--- src/rtl/display_pkg.sv ---
// Shared definitions for the SPI frame loader: opcode encodings and the
// command FSM state type.
package display_pkg;

   // High nibble of a row-load opcode; the low nibble carries the row
   localparam logic [3:0] OP_LOAD_ROW = 4'hF;
   localparam logic [7:0] OP_COMMIT   = 8'h10;
   localparam logic [7:0] OP_BRIGHT   = 8'h20;
   localparam logic [7:0] OP_STATUS   = 8'h30;

   typedef enum logic [2:0] {
      IDLE     = 3'd0,
      OPCODE   = 3'd1,
      LOAD_COL = 3'd2,
      LOAD     = 3'd3,
      BRIGHT   = 3'd4,
      STATUS   = 3'd5,
      DISCARD  = 3'd6
   } state_e;

endpackage

--- src/rtl/spi_slave.sv ---
// SPI mode-0 slave, fully clk-synchronous: synchronises sclk/ss/mosi,
// deserialises bytes MSB-first and serialises a reply byte on miso.
// The ss synchroniser resets to "selected" so that a reset taken while ss is
// already low never fabricates a falling edge; loading resumes on a real fall.
module spi_slave (
   input  logic       clk,
   input  logic       rst,
   input  logic       sclk,
   input  logic       ss,
   input  logic       mosi,
   input  logic [7:0] tx_data,
   input  logic       tx_load,
   output logic [7:0] rx_data,
   output logic       rx_valid,
   output logic       rx_start,
   output logic       rx_end,
   output logic       miso
);

   logic [2:0] sclk_q_r;
   logic [2:0] ss_q_r;
   logic [1:0] mosi_q_r;
   logic [7:0] shift_r;
   logic [2:0] bit_cnt_r;
   logic [7:0] tx_shift_r;

   logic sclk_rise_s;
   logic sclk_fall_s;
   logic ss_fall_s;
   logic ss_rise_s;
   logic ss_low_s;

   assign sclk_rise_s = sclk_q_r[1] & ~sclk_q_r[2];
   assign sclk_fall_s = ~sclk_q_r[1] & sclk_q_r[2];
   assign ss_fall_s   = ss_q_r[2] & ~ss_q_r[1];
   assign ss_rise_s   = ~ss_q_r[2] & ss_q_r[1];
   assign ss_low_s    = ~ss_q_r[1];
   assign miso        = tx_shift_r[7];

   // Synchronise the SPI pins into the clk domain
   always_ff @(posedge clk) begin
      if (rst) begin
         sclk_q_r <= 3'b000;
         ss_q_r   <= 3'b000;
         mosi_q_r <= 2'b00;
      end else begin
         sclk_q_r <= {sclk_q_r[1:0], sclk};
         ss_q_r   <= {ss_q_r[1:0], ss};
         mosi_q_r <= {mosi_q_r[0], mosi};
      end
   end

   // Deserialise mosi on sclk rising edges and flag frame start/end
   always_ff @(posedge clk) begin
      if (rst) begin
         shift_r   <= 8'h00;
         bit_cnt_r <= 3'd0;
         rx_data   <= 8'h00;
         rx_valid  <= 1'b0;
         rx_start  <= 1'b0;
         rx_end    <= 1'b0;
      end else begin
         rx_valid <= 1'b0;
         rx_start <= ss_fall_s;
         rx_end   <= ss_rise_s;
         if (!ss_low_s) begin
            bit_cnt_r <= 3'd0;
         end else if (sclk_rise_s) begin
            shift_r   <= {shift_r[6:0], mosi_q_r[1]};
            bit_cnt_r <= bit_cnt_r + 3'd1;
            if (bit_cnt_r == 3'd7) begin
               rx_data  <= {shift_r[6:0], mosi_q_r[1]};
               rx_valid <= 1'b1;
            end
         end
      end
   end

   // Reply shifter: shifts on falling edges inside a byte, never on the
   // byte-boundary edge, so a byte loaded between bytes keeps its MSB
   always_ff @(posedge clk) begin
      if (rst) begin
         tx_shift_r <= 8'h00;
      end else if (tx_load) begin
         tx_shift_r <= tx_data;
      end else if (ss_fall_s) begin
         tx_shift_r <= 8'h00;
      end else if (sclk_fall_s && ss_low_s && (bit_cnt_r != 3'd0)) begin
         tx_shift_r <= {tx_shift_r[6:0], 1'b0};
      end
   end

endmodule

--- src/rtl/spi_frame_loader.sv ---
// SPI command front-end for an LED panel frame buffer: row/column pixel
// loads, frame commit with flip interlock, brightness and optional status.
// Optional feature macro: SPI_FRAME_LOADER_STATUS_EN (status read-back on
// opcode 0x30; when undefined miso stays 0 and 0x30 is an invalid opcode).
module spi_frame_loader #(
   parameter int SEGMENTS = 1,
   parameter int ROWS     = 8,
   parameter int COLUMNS  = 32,
   parameter int BITWIDTH = 8
) (
   input  logic                           clk,
   input  logic                           rst,
   input  logic                           sclk,
   input  logic                           ss,
   input  logic                           mosi,
   output logic                           miso,
   output logic [SEGMENTS*BITWIDTH*3-1:0] wdata,
   output logic [$clog2(ROWS)-1:0]        wrow,
   output logic [$clog2(COLUMNS)-1:0]     wcol,
   output logic                           wen,
   input  logic                           ready,
   output logic                           loaded,
   output logic [7:0]                     brightness,
   output logic                           overrun
);
   import display_pkg::*;

   localparam int WD  = SEGMENTS * BITWIDTH * 3;
   localparam int RW  = $clog2(ROWS);
   localparam int CW  = $clog2(COLUMNS);
   localparam int NCH = SEGMENTS * 3;
   localparam int CCW = $clog2(NCH + 1);
   localparam logic [CW-1:0]  COL_LAST  = CW'(COLUMNS - 1);
   localparam logic [CCW-1:0] CHAN_LAST = CCW'(NCH - 1);

   logic [7:0] rx_data_s;
   logic       rx_valid_s;
   logic       rx_start_s;
   logic       rx_end_s;
   logic [7:0] tx_data_s;
   logic       tx_load_s;

   state_e         state_r, state_s;
   logic [CCW-1:0] chan_r, chan_s;
   logic           locked_r, locked_s;
   logic           ready_d_r;
   logic           ready_rise_s;
   logic [WD-1:0]  wdata_s;
   logic [RW-1:0]  wrow_s;
   logic [CW-1:0]  wcol_s;
   logic           wen_s;
   logic           loaded_s;
   logic [7:0]     brightness_s;
   logic           overrun_s;

   spi_slave u_spi (
      .clk      (clk),
      .rst      (rst),
      .sclk     (sclk),
      .ss       (ss),
      .mosi     (mosi),
      .tx_data  (tx_data_s),
      .tx_load  (tx_load_s),
      .rx_data  (rx_data_s),
      .rx_valid (rx_valid_s),
      .rx_start (rx_start_s),
      .rx_end   (rx_end_s),
      .miso     (miso)
   );

   assign ready_rise_s = ready & ~ready_d_r;

   // Register FSM state and every output
   always_ff @(posedge clk) begin
      if (rst) begin
         state_r    <= IDLE;
         chan_r     <= {CCW{1'b0}};
         locked_r   <= 1'b0;
         ready_d_r  <= 1'b0;
         wdata      <= {WD{1'b0}};
         wrow       <= {RW{1'b0}};
         wcol       <= {CW{1'b0}};
         wen        <= 1'b0;
         loaded     <= 1'b0;
         brightness <= 8'hFF;
         overrun    <= 1'b0;
      end else begin
         state_r    <= state_s;
         chan_r     <= chan_s;
         locked_r   <= locked_s;
         ready_d_r  <= ready;
         wdata      <= wdata_s;
         wrow       <= wrow_s;
         wcol       <= wcol_s;
         wen        <= wen_s;
         loaded     <= loaded_s;
         brightness <= brightness_s;
         overrun    <= overrun_s;
      end
   end

   // Command decode: next state and next register values
   always_comb begin
      state_s      = state_r;
      chan_s       = chan_r;
      wdata_s      = wdata;
      wrow_s       = wrow;
      wcol_s       = wcol;
      wen_s        = 1'b0;
      loaded_s     = 1'b0;
      brightness_s = brightness;
      overrun_s    = overrun;
      tx_load_s    = 1'b0;
      tx_data_s    = 8'h00;

      // A flip-done edge releases the lock; a same-cycle commit overrides it
      if (ready_rise_s) begin
         locked_s = 1'b0;
      end else begin
         locked_s = locked_r;
      end

      // Column advances in the cycle the strobe is visible, so wen sees the old wcol
      if (wen) begin
         if (wcol == COL_LAST) begin
            wcol_s    = {CW{1'b0}};
            overrun_s = 1'b1;
         end else begin
            wcol_s = wcol + CW'(1'b1);
         end
      end else begin
         wcol_s = wcol;
      end

      if (rx_end_s) begin
         state_s = IDLE;
         chan_s  = {CCW{1'b0}};
         if (state_r == STATUS) begin
            overrun_s = 1'b0;
         end else begin
            overrun_s = overrun_s;
         end
      end else if (rx_start_s) begin
         if (state_r == IDLE) begin
            state_s = OPCODE;
         end else begin
            state_s = state_r;
         end
      end else if (rx_valid_s) begin
         case (state_r)
            OPCODE: begin
               if (rx_data_s[7:4] == OP_LOAD_ROW) begin
                  if (32'(rx_data_s[3:0]) < ROWS) begin
                     wrow_s  = RW'(rx_data_s[3:0]);
                     state_s = LOAD_COL;
                  end else begin
                     state_s = DISCARD;
                  end
               end else if (rx_data_s == OP_COMMIT) begin
                  state_s = DISCARD;
                  if (!locked_r || ready_rise_s) begin
                     loaded_s = 1'b1;
                     locked_s = 1'b1;
                  end else begin
                     locked_s = 1'b1;
                  end
               end else if (rx_data_s == OP_BRIGHT) begin
                  state_s = BRIGHT;
`ifdef SPI_FRAME_LOADER_STATUS_EN
               end else if (rx_data_s == OP_STATUS) begin
                  state_s   = STATUS;
                  tx_load_s = 1'b1;
                  tx_data_s = {locked_r, overrun, ready, 1'b0, 4'(wrow)};
`endif
               end else begin
                  state_s = DISCARD;
               end
            end
            LOAD_COL: begin
               wcol_s  = CW'(32'(rx_data_s) % COLUMNS);
               chan_s  = {CCW{1'b0}};
               state_s = LOAD;
            end
            LOAD: begin
               if (locked_r) begin
                  overrun_s = 1'b1;
               end else begin
                  wdata_s = {wdata[WD-9:0], rx_data_s};
                  if (chan_r == CHAN_LAST) begin
                     chan_s = {CCW{1'b0}};
                     wen_s  = 1'b1;
                  end else begin
                     chan_s = chan_r + CCW'(1'b1);
                  end
               end
            end
            BRIGHT: begin
               brightness_s = rx_data_s;
               state_s      = DISCARD;
            end
            STATUS:  state_s = STATUS;
            DISCARD: state_s = DISCARD;
            IDLE:    state_s = IDLE;
            default: state_s = IDLE;
         endcase
      end else begin
         state_s = state_r;
      end
   end

endmodule
--- config.mk ---
export PLATFORM = sky130hd
export DESIGN_NAME = spi_frame_loader
export DESIGN_NICKNAME = d
export VERILOG_FILES = /design/src/rtl/display_pkg.sv /design/src/rtl/spi_slave.sv /design/src/rtl/spi_frame_loader.sv
export SDC_FILE = /design/constraint.sdc
export NUM_CORES = 1
export LEC_CHECK = 0
export CORE_ASPECT_RATIO = 1.25
export CORE_MARGIN = 3
export CORE_UTILIZATION = 50
export DETAILED_ROUTE_END_ITERATION = 6
export PLACE_DENSITY = 0.84
export SLEW_MARGIN = 25
export SYNTH_ARGS = -nofsm -noshare
export SYNTH_HDL_FRONTEND = slang
export SYNTH_SLANG_ARGS = --single-unit
--- constraint.sdc ---
create_clock -name clk -period 4.51 [get_ports clk]
set_clock_uncertainty 0.05 [all_clocks]
set_input_delay 0.902 -clock clk [delete_from_list [all_inputs] [get_ports clk]]
set_output_delay 0.902 -clock clk [all_outputs]
set_load 0.005 [all_outputs]
==> key figures <==
Outcome
  • Run status: completed

Clock network
  • Post-CTS Setup Inserts: 0
  • Htree depth: 3
  • Sink Count: 79
  • CTS tree: built
  • Hold-fix buffers at CTS: 0
  • Clock Latency Late Sink: 0.34 ns
  • CTS buffer count: 9
  • Clk root buf: clkbuf_8
  • Clk pin slew, worst setup/hold paths: 0.08 ns
  • Maximum clock path buffer count: 2
  • Post-CTS Resized: 0

GRT
  • Initial antenna violation count: 0
  • Largest net degree at the start of global routing: 77
  • Global route overflow: 0
  • Vias in the first global route: 2422
  • Gr usage total: 0.186
  • Global-route wire length before repair: 10900 um

STA
  • Final min period: 2.39 ns
  • Fin crit share: 0.530
  • Fin. Hold Viols: 0
  • FMAX: 418 MHz
  • RSZ-0062 raised after global routing: no
  • Count of final setup violators: 0
  • Max Slew Vio Count: 0
  • Least-Margin Pin Slew: 0.773 ns
  • Slew headroom: 0.485
  • Setup TNS: 0 ns

Route
  • Routed Antenna Nets: 0
  • Total number of vias: 2501
  • DRC Markers: 0
  • DR iter-0 viols: 181
  • Wirelength per Cell: 13.8 um
  • Vias per cell: 5.28
  • DRT Wirelength: 6530 um
  • Pre-antenna DRT Iters: 4

Cells and area
  • Nets: 395
  • Diode count: 0
  • Final Instance Count excl. Fillers: 474
  • Syn-to-layout area delta: 21.2%
  • Share of layout cells above drive strength 1: 0.121
  • Fillers: 531

Synthesis
  • Mean area per synthesized cell: 9.31 um^2
  • Syn Nets: 356
  • Synth cell count leaders: dfxtp_1, nand2_1, a21oi_1, nor2_1, nor2b_1
  • Area contributors post-synth: dfxtp_1, nand2_1, mux2i_1
  • Synth Register Bits: 79
  • Asr flop ratio synth: 0
  • Synth cell types: 49
  • Synthesized cell area: 3210 um^2
  • Most common cell in the netlist: dfxtp_1
  • YS warnings: 0
  • Synth top area share: 0.493
  • EDFF count, synth: 0
  • Synth area leader: dfxtp_1
  • Instance count of the mapped netlist: 345
  • Most used DFF post-synth: dfxtp_1
  • Sequential element share of the synthesized area: 0.493

Place
  • Placer Congestion: 0.894
  • Detail Placement HPWL: 4300 um
  • Dpl cells: 458
  • Buffers added on ports: 48

Power
  • Net Switching: 272 uW
  • Seq pwr share: 0.544
  • PwrDens: 335 nW/um^2
  • Worst vdd ir: 0.268 mV
  • Pleak: 0.00131 uW
  • Clock power share: 0.428
  • Sw frac: 0.209
  • Internal: 1030 uW
  • Comb power frac: 0.028

Setup path
  • Cell Chain, Critical Path: clkdlybuf4s50_1
  • CP arrival: 1.44 ns
  • WP buf/inv: 1
  • Worst-path maximum fanout: 9
  • Worst path max stage delay: 0.57 ns
  • Worst setup EP type: output port
  • Slowest cell on crit path: clkdlybuf4s50_1
  • Crit-path leading delay family: buffers and inverters
  • Kind of critical path: register to output port
  • Crit path launch type: register
  • Worst path required time: 3.56 ns

Flow run
  • Max Cap Violations: 0

Floorplan
  • Die ar.: 7420 um^2
  • Row count: 32
  • Boundary Pins: 50
  • Die Ht: 95.6 um
  • Starting Density: 0.517
  • Die width: 77.7 um
  • Core ar.: 6210 um^2

Min path
  • HP Class: register to register
power groups by stage:
stage,sequential [uW],combinational [uW],clock (uW)
CTS,708,36.8,566
finish,709,36.4,558
global placement,724,36.2,0
floorplan,723,26.8,0
global route,709,40.4,594
detailed placement,725,36.7,0
worst register-to-register path, delay by kind of cell (launching register included):
family | cells | cell delay, ns
flops | 1 | 0.57
compound gates | 1 | 0.09
simple gates | 3 | 1.41
routing by layer:
layer	track usage	routed length, um	up-vias
li1	-	-	1243
met1	0.210	2760	1190
met2	0.315	3400	52
met3	0.0567	218	16
met4	0.0964	155	0
met5	0	0	-
placed cells by master, fill, tap and decap left out, types with 3 or more instances in the layout:
master            n
a211o_1           8
a211oi_1          3
a21oi_1          27
a21oi_2          10
buf_4             4
clkbuf_8          9
clkdlybuf4s50_1  47
dfxtp_1          79
ha_1              5
mux2i_1          17
nand2_1          59
nand2_2          10
nand2b_1          9
nor2_1           23
nor2b_1          23
nor3_1            7
nor3b_1           4
o21ai_0           4
registers in the layout (all words and copies together), names as in the netlist, 2 cells and up:
signal / cells
brightness: 8
chan_r: 2
state_r: 3
u_spi.bit_cnt_r: 3
u_spi.mosi_q_r: 2
u_spi.rx_data: 8
u_spi.sclk_q_r: 3
u_spi.shift_r: 7
u_spi.ss_q_r: 3
wcol: 5
wdata: 24
wrow: 3
worst paths after layout:
check,to,startpoint,slack (ns),cells past startpoint
setup reg to reg,wdata[12]$_SDFFE_PP0P_,state_r[1]$_SDFFE_PP0P_,2.24,4
hold reg to reg,u_spi.rx_end$_SDFF_PP0_,u_spi.ss_q_r[2]$_SDFF_PP0_,0.36,1
setup / recovery,wen,wen$_SDFF_PP0_,2.12,1
hold / removal,u_spi.rx_end$_SDFF_PP0_,u_spi.ss_q_r[2]$_SDFF_PP0_,0.36,1
final cells by class:
cell class                 instances  area [um^2]  area share
multi-input combinational        240         1480       0.380
sequential                        79         1580       0.406
inverter                           2         7.51     0.00193
tap                               85          106      0.0273
timing repair buffer              52          505       0.130
clock inverter                     6         85.1      0.0219
clock buffer                      10          128      0.0328
cell families after synthesis:
group | after synthesis | synth area share
AO/OA/AOI/OAI | 61 | 0.128
XOR/XNOR | 1 | 0.00273
buffers and inverters | 26 | 0.0468
adder cells (fa/ha/maj) | 5 | 0.0195
flip-flops | 79 | 0.493
other | 1 | 0.00117
AND/OR/NAND/NOR | 154 | 0.253
multiplexers | 18 | 0.0565
metrics by stage:
step	util	setup slack [ns]	power, uW	hold slack (ns)	area (um^2)
2_1_floorplan	-	2.70	750	0.333	3210
3_3_place_gp	0.591	2.19	761	0.341	3660
3_5_place_dp	0.593	2.11	761	0.352	3680
4_1_cts	0.627	2.09	1310	0.360	3890
5_1_grt	0.627	2.04	1340	0.387	3890
6_report	0.627	2.12	1300	0.358	3890
Note: power is estimated with default switching activity, not from simulation.
